===== src/rtl/io_port_pkg.sv =====
// Shared types and constants for the CPU/host I/O port device.
// Build option IO_PORT_ERR_CNT_EN enables the stall/error event counter.
package io_port_pkg;

   typedef logic [31:0] word_t;

   localparam int unsigned DEPTH_DEFAULT = 4;
   localparam int unsigned ERR_CNT_W     = 8;

   typedef logic [ERR_CNT_W-1:0] err_cnt_t;

   function automatic err_cnt_t sat_inc(input err_cnt_t v);
      return (v == '1) ? v : err_cnt_t'(v + 1'b1);
   endfunction

endpackage


===== src/rtl/io_port_device_if.sv =====
// CPU in/out strobes and host-side valid/ready queues of the I/O port device.
// Master is the CPU/host side driving strobes; slave is the device.
interface io_port_device_if;
   import io_port_pkg::*;

   word_t    OutPort_output;
   logic     out_wr;
   word_t    inPort_input;
   logic     in_rd;
   logic     in_avail;
   logic     cpu_stall;
   word_t    host_in_data;
   logic     host_in_valid;
   logic     host_in_ready;
   word_t    host_out_data;
   logic     host_out_valid;
   logic     host_out_ready;
   err_cnt_t err_count;

   modport master (
      output OutPort_output, out_wr, in_rd, host_in_data, host_in_valid, host_out_ready,
      input  inPort_input, in_avail, cpu_stall, host_in_ready, host_out_data,
             host_out_valid, err_count
   );

   modport slave (
      input  OutPort_output, out_wr, in_rd, host_in_data, host_in_valid, host_out_ready,
      output inPort_input, in_avail, cpu_stall, host_in_ready, host_out_data,
             host_out_valid, err_count
   );

endinterface


===== src/rtl/io_sync_fifo.sv =====
// First-word-fall-through synchronous FIFO; DEPTH must be a power of two.
// Head word reads as zero while empty; push when full and pop when empty are ignored.
module io_sync_fifo
   import io_port_pkg::*;
#(
   parameter int unsigned DEPTH = DEPTH_DEFAULT
) (
   input  logic                         clk,
   input  logic                         rst,
   input  logic                         push,
   input  word_t                        push_data,
   input  logic                         pop,
   output word_t                        pop_data,
   output logic                         full,
   output logic                         empty,
   output logic [$clog2(DEPTH+1)-1:0]   count
);

   localparam int unsigned PW = $clog2(DEPTH);
   localparam int unsigned CW = $clog2(DEPTH + 1);
   localparam logic [CW-1:0] FULL_CNT = CW'(DEPTH);

   word_t          mem [DEPTH];
   logic [PW-1:0]  wr_ptr;
   logic [PW-1:0]  rd_ptr;
   logic           do_push;
   logic           do_pop;

   assign full     = (count == FULL_CNT);
   assign empty    = (count == '0);
   assign do_push  = push & ~full;
   assign do_pop   = pop & ~empty;
   assign pop_data = empty ? '0 : mem[rd_ptr];

   always_ff @(posedge clk) begin
      if (do_push && !rst) mem[wr_ptr] <= push_data;
   end

   // Pointers wrap naturally because DEPTH is a power of two.
   always_ff @(posedge clk) begin
      if (rst) begin
         wr_ptr <= '0;
         rd_ptr <= '0;
         count  <= '0;
      end else begin
         if (do_push) wr_ptr <= wr_ptr + 1'b1;
         if (do_pop)  rd_ptr <= rd_ptr + 1'b1;
         case ({do_push, do_pop})
            2'b10:   count <= count + 1'b1;
            2'b01:   count <= count - 1'b1;
            default: count <= count;
         endcase
      end
   end

endmodule


===== src/rtl/io_port_device.sv =====
// CPU in/out port bridge: host->CPU input FIFO and CPU->host output FIFO with stall.
// Define IO_PORT_ERR_CNT_EN to count stall cycles in err_count (saturating).
module io_port_device
   import io_port_pkg::*;
#(
   parameter int unsigned DEPTH = DEPTH_DEFAULT
) (
   input  logic              RAM_Clock,
   input  logic              Reset,
   io_port_device_if.slave   bus
);

   localparam int unsigned CW = $clog2(DEPTH + 1);
   localparam logic [CW-1:0] CNT_MAX = CW'(DEPTH);

   logic          in_full;
   logic          in_empty;
   logic [CW-1:0] in_count;
   logic          out_full;
   logic          out_empty;
   logic [CW-1:0] out_count;
   logic          stall;

   io_sync_fifo #(.DEPTH(DEPTH)) u_in_fifo (
      .clk       (RAM_Clock),
      .rst       (Reset),
      .push      (bus.host_in_valid),
      .push_data (bus.host_in_data),
      .pop       (bus.in_rd),
      .pop_data  (bus.inPort_input),
      .full      (in_full),
      .empty     (in_empty),
      .count     (in_count)
   );

   io_sync_fifo #(.DEPTH(DEPTH)) u_out_fifo (
      .clk       (RAM_Clock),
      .rst       (Reset),
      .push      (bus.out_wr),
      .push_data (bus.OutPort_output),
      .pop       (bus.host_out_ready),
      .pop_data  (bus.host_out_data),
      .full      (out_full),
      .empty     (out_empty),
      .count     (out_count)
   );

   // Reset suppresses stall so the CPU is never held during the reset cycle.
   assign stall             = ~Reset & ((bus.in_rd & in_empty) | (bus.out_wr & out_full));
   assign bus.cpu_stall     = stall;
   assign bus.in_avail      = ~in_empty;
   assign bus.host_in_ready = ~in_full;
   assign bus.host_out_valid = ~out_empty;

   occupancy_in_range: assert property (@(posedge RAM_Clock) disable iff (Reset)
      (in_count <= CNT_MAX) && (out_count <= CNT_MAX));

`ifdef IO_PORT_ERR_CNT_EN
   err_cnt_t err_q;

   always_ff @(posedge RAM_Clock) begin
      if (Reset)      err_q <= '0;
      else if (stall) err_q <= sat_inc(err_q);
   end

   assign bus.err_count = err_q;
`else
   assign bus.err_count = '0;
`endif

endmodule


===== src/flat_wrapper.sv =====
// flat-port wrapper written by rule: the top's interface ports become plain ports
module io_port_device_flat import io_port_pkg::*;
#(
   parameter int unsigned DEPTH = DEPTH_DEFAULT
)
  (RAM_Clock, Reset, bus_OutPort_output, bus_out_wr, bus_in_rd, bus_host_in_data, bus_host_in_valid, bus_host_out_ready, bus_inPort_input, bus_in_avail, bus_cpu_stall, bus_host_in_ready, bus_host_out_data, bus_host_out_valid, bus_err_count);
  io_port_device_if bus_i ();
  input  logic RAM_Clock;
  input  logic Reset;
  input wire logic [$bits(bus_i.OutPort_output)-1:0] bus_OutPort_output;
  input wire logic [$bits(bus_i.out_wr)-1:0] bus_out_wr;
  input wire logic [$bits(bus_i.in_rd)-1:0] bus_in_rd;
  input wire logic [$bits(bus_i.host_in_data)-1:0] bus_host_in_data;
  input wire logic [$bits(bus_i.host_in_valid)-1:0] bus_host_in_valid;
  input wire logic [$bits(bus_i.host_out_ready)-1:0] bus_host_out_ready;
  output wire logic [$bits(bus_i.inPort_input)-1:0] bus_inPort_input;
  output wire logic [$bits(bus_i.in_avail)-1:0] bus_in_avail;
  output wire logic [$bits(bus_i.cpu_stall)-1:0] bus_cpu_stall;
  output wire logic [$bits(bus_i.host_in_ready)-1:0] bus_host_in_ready;
  output wire logic [$bits(bus_i.host_out_data)-1:0] bus_host_out_data;
  output wire logic [$bits(bus_i.host_out_valid)-1:0] bus_host_out_valid;
  output wire logic [$bits(bus_i.err_count)-1:0] bus_err_count;
  assign bus_i.OutPort_output = bus_OutPort_output;
  assign bus_i.out_wr = bus_out_wr;
  assign bus_i.in_rd = bus_in_rd;
  assign bus_i.host_in_data = bus_host_in_data;
  assign bus_i.host_in_valid = bus_host_in_valid;
  assign bus_i.host_out_ready = bus_host_out_ready;
  assign bus_inPort_input = bus_i.inPort_input;
  assign bus_in_avail = bus_i.in_avail;
  assign bus_cpu_stall = bus_i.cpu_stall;
  assign bus_host_in_ready = bus_i.host_in_ready;
  assign bus_host_out_data = bus_i.host_out_data;
  assign bus_host_out_valid = bus_i.host_out_valid;
  assign bus_err_count = bus_i.err_count;
  io_port_device #(.DEPTH(DEPTH)) u_core (.RAM_Clock(RAM_Clock), .Reset(Reset), .bus(bus_i));
endmodule

===== config.mk =====
export PLATFORM = sky130hd
export DESIGN_NAME = io_port_device_flat
export DESIGN_NICKNAME = d
export VERILOG_FILES = /design/src/rtl/io_port_pkg.sv /design/src/rtl/io_port_device_if.sv /design/src/rtl/io_sync_fifo.sv /design/src/rtl/io_port_device.sv /design/src/flat_wrapper.sv
export SDC_FILE = /design/constraint.sdc
export NUM_CORES = 1
export LEC_CHECK = 0
export BUFFER_PORTS_ARGS = -buffer_cell sky130_fd_sc_hd__buf_2
export CORE_ASPECT_RATIO = 0.9
export CORE_UTILIZATION = 61
export CTS_CLUSTER_SIZE = 30
export DETAILED_ROUTE_END_ITERATION = 6
export PLACE_DENSITY = 0.84
export SLEW_MARGIN = 0
export SYNTH_ARGS = -nofsm -noshare
export SYNTH_HDL_FRONTEND = slang
export SYNTH_SLANG_ARGS = --single-unit

===== constraint.sdc =====
create_clock -name RAM_Clock -period 7.1 [get_ports RAM_Clock]
set_clock_uncertainty 0.15 [all_clocks]
set_input_delay 0.355 -clock RAM_Clock [delete_from_list [all_inputs] [get_ports RAM_Clock]]
set_output_delay 0.355 -clock RAM_Clock [all_outputs]
set_load 0.05 [all_outputs]

==> flow_summary_export.csv <==
group,metric,value,unit
timing,slew-limit-headroom,56.8,%
grt,grt_first_pass_wirelength,31600,µm
clock_network,clk_path_buf_depth,3,
detailed_routing,drc,0,
detailed_routing,first_pass_iters,4,
worst_setup_path,critPathArrivalTime,2560,ps
grt,grt_pass1_vias,5839,
worst_setup_path,slowest_stage,"dfxtp_2",
timing,max_freq,0.327,GHz
placement,gp_congestion,0.696,
floorplanning,rows,45,
layout,drive_gt1_share,35.6,%
yosys,synth_top_area_cell,"edfxtp_1",
power_and_ir_drop,p_leak,4.63,nW
yosys,synth_top_area_share,71.9,%
timing,period_minus_slack,3060,ps
power_and_ir_drop,comb_power_share,36.3,%
worst_setup_path,slowest_delay,590,ps
clock_network,cts_sinks,274,
layout,nets,825,
power_and_ir_drop,seqPwrFrac,37.5,%
placement,portBuffers,137,
timing,drv_slew,0,
worst_setup_path,crit_chain,"buf_4, mux4_2, nor2b_1, buf_2",
yosys,syn-instance-count,524,
placement,dpl_cell_area,11700,µm²
detailed_routing,first_iter_violations,340,
placement,numPlacedInstances,886,
yosys,ys_ff_latch,274,
grt,grt_usage,23.4,%
power_and_ir_drop,ir_drop,0.000294,V
detailed_routing,ant_nets,0,
worst_setup_path,cp.required,6590,ps
layout,antenna_cells,0,
floorplanning,die_h,128,µm
yosys,syn-mean-instance-area,20.4,µm²
detailed_routing,wire_per_inst,20.4,µm
layout,stdcell_count,996,
floorplanning,io-pin-count,146,
clock_network,cts_tree,"done",
timing,hold_viol,0,
floorplanning,die_area,18100,µm²
yosys,synth_area,10700,µm²
clock_network,cts_max_level,1,
grt,gr-total-overflow,0,
yosys,yosysUniqueCellTypes,29,
clock_network,cts_root_buf,"clkbuf_16",
clock_network,clk_latency,510,ps
timing,grt_setup_unrepaired,"no",
layout,final_cell_area,13200,µm²
floorplanning,floorplan.initialDensity,62.9,%
grt,antenna_found_initial,0,
detailed_routing,vias,5511,
worst_setup_path,critPathMaxFanout,22,
power_and_ir_drop,power_frac_clock,26.2,%
power_and_ir_drop,switchingPower,1.92,mW
power_and_ir_drop,switching_share,37.0,%
floorplanning,chipWidth,142,µm
yosys,synth.area.top_cells,"edfxtp_1 72%, mux4_2 13%, nor2b_1 3.7%",
timing,period_share,43.1,%
yosys,yosys_warnings,0,
detailed_routing,routed_wl,20300,µm
timing,worst_pin_slew,647,ps
power_and_ir_drop,powerDensity,394,nW/µm²
power_and_ir_drop,p_int,3.27,mW
timing,setup_viol,0,
yosys,synth-seq-area-share,75.2,%
detailed_routing,vias_per_cell,5.53,
clock_network,cts_buffers,26,
worst_setup_path,critical_path.startpoint_type,"flop",
status,status,"completed",
layout,area_growth,23.1,%
timing,setup-tns-final,0,ps
clock_network,clkTransAtPathRegs,60,ps
hold_path,hp-class,"in -> reg",
grt,grt_start_max_net_pins,36,
placement,hpwl,11400,µm
clock_network,cts_setup_buffers,0,
worst_setup_path,endpoint_kind,"output pin",
flow_run,cap_violations,0,
floorplanning,coreArea,17000,µm²
worst_setup_path,crit_type,"reg -> out",
## Yosys cell counts (all sizes together)
cell type    n
nand2        2
clkbuf       9
o21ai        4
fa           2
mux2i        2
a21oi        6
edfxtp     256
and2         1
inv         16
dfxtp       18
or3          4
nor3         2
nor2        16
mux4        64
xor2         6
a32oi        1
or3b         1
nand2b       4
nor3b        8
nor2b       64
a21boi       1
o31ai        2
ha          10
mux2         2
buf         22
conb         1
## flip-flops by register name, summed over array words and instances, names as in the netlist, named ones only
| signal | count |
|---|---|
| u_core.u_out_fifo.mem | 128 |
| u_core.u_in_fifo.rd_ptr | 2 |
| u_core.u_in_fifo.mem | 128 |
| u_core.u_in_fifo.count | 3 |
| u_core.u_out_fifo.wr_ptr | 2 |
| u_core.u_out_fifo.rd_ptr | 2 |
| u_core.u_in_fifo.wr_ptr | 2 |
| u_core.u_out_fifo.count | 3 |
## cell usage in the layout, fill, tap and decap left out, types with 2 or more instances in the layout
master / instances
edfxtp_1: 256
buf_2: 137
mux4_2: 64
nor2b_1: 64
dlygate4sd3_1: 64
clkbuf_16: 27
inv_1: 16
nor2_1: 16
dfxtp_1: 16
buf_4: 14
ha_1: 10
nor3b_2: 8
conb_1: 8
clkinv_2: 7
xor2_1: 6
a21oi_1: 6
clkbuf_1: 5
o21ai_0: 4
or3_1: 4
nand2b_1: 4
clkbuf_8: 4
o31ai_1: 2
nor3_4: 2
mux2_2: 2
nand2_1: 2
mux2i_1: 2
fa_1: 2
dfxtp_2: 2
bufinv_16: 2
## cell type report
type | instances | area, µm²
Sequential cell | 274 | 8050
Clock inverter | 10 | 104
Tap cell | 235 | 294
Multi-Input combinational cell | 210 | 2480
Inverter | 16 | 60.1
Fill cell | 920 | 3830
Clock buffer | 36 | 749
Timing Repair Buffer | 215 | 1430
## cell families (layout without fill, tap and decap cells)
kind of cell | after synthesis | after routing | share of synthesized area [%]
flops | 274 | 274 | 75.2
simple gates | 102 | 102 | 5.76
mux | 68 | 68 | 13.9
buf+inv | 47 | 277 | 2.29
compound gates | 14 | 14 | 0.760
fa+ha+maj | 12 | 12 | 1.54
xor+xnor | 6 | 6 | 0.491
other cells | 1 | 8 | 0.0351
## per-stage QoR
step | total power, mW | hold WS, ps | util (%) | worst slack (ps)
floorplan | 3.44 | 304 | - | 2940
global placement | 3.81 | 318 | 68.7 | 4540
detailed placement | 3.84 | 339 | 68.7 | 4470
CTS | 5.23 | 28.4 | 77.5 | 3970
global route | 5.39 | 40.1 | 77.5 | 3880
finish | 5.19 | 46.3 | 77.5 | 4040
## what timing repair did
action / 4_1_cts / 5_1_grt
setup endpoints to repair: 0 / 0
hold endpoints to repair: 256 / 0
resized for setup: 0 / 0
hold buffers: 64 / 0
## path summary, 6_finish.rpt
check / from / endpoint / slack [ps] / cells after the start
worst max-delay path: flop / bus_host_out_data[20] / 4040 / 4
worst min-delay path: bus_host_in_valid / u_core.u_in_fifo.wr_ptr[1] / 50 / 3
worst max register to register: u_core.u_in_fifo.count[2] / u_core.u_in_fifo.count[2] / 4460 / 9
worst min register to register: u_core.u_in_fifo.rd_ptr[1] / u_core.u_in_fifo.rd_ptr[1] / 340 / 2
## layer usage
metal	vias up	share of wire [%]	global-route usage (%)
met5	-	0	0
met4	0	1.8	6.51
met3	30	6.7	4.95
met2	200	53	40.9
met1	2802	39	30.0
li1	2479	-	-
## worst max-delay path, delay by kind of cell (launching register included)
| kind | cells | cell delay, ps |
|---|---|---|
| buffers and inverters | 2 | 710 |
| DFF | 1 | 590 |
| muxes | 1 | 570 |
| and+or+nand+nor | 1 | 150 |
## power groups by stage
stage / Sequential (mW) / Combinational [mW] / Clock [mW]
floorplan: 1.95 / 1.49 / 0
global placement: 1.97 / 1.83 / 0
detailed placement: 1.98 / 1.86 / 0
CTS: 1.95 / 1.90 / 1.38
global route: 1.96 / 1.99 / 1.44
finish: 1.95 / 1.88 / 1.36
Note: power is estimated with default switching activity, not from simulation.
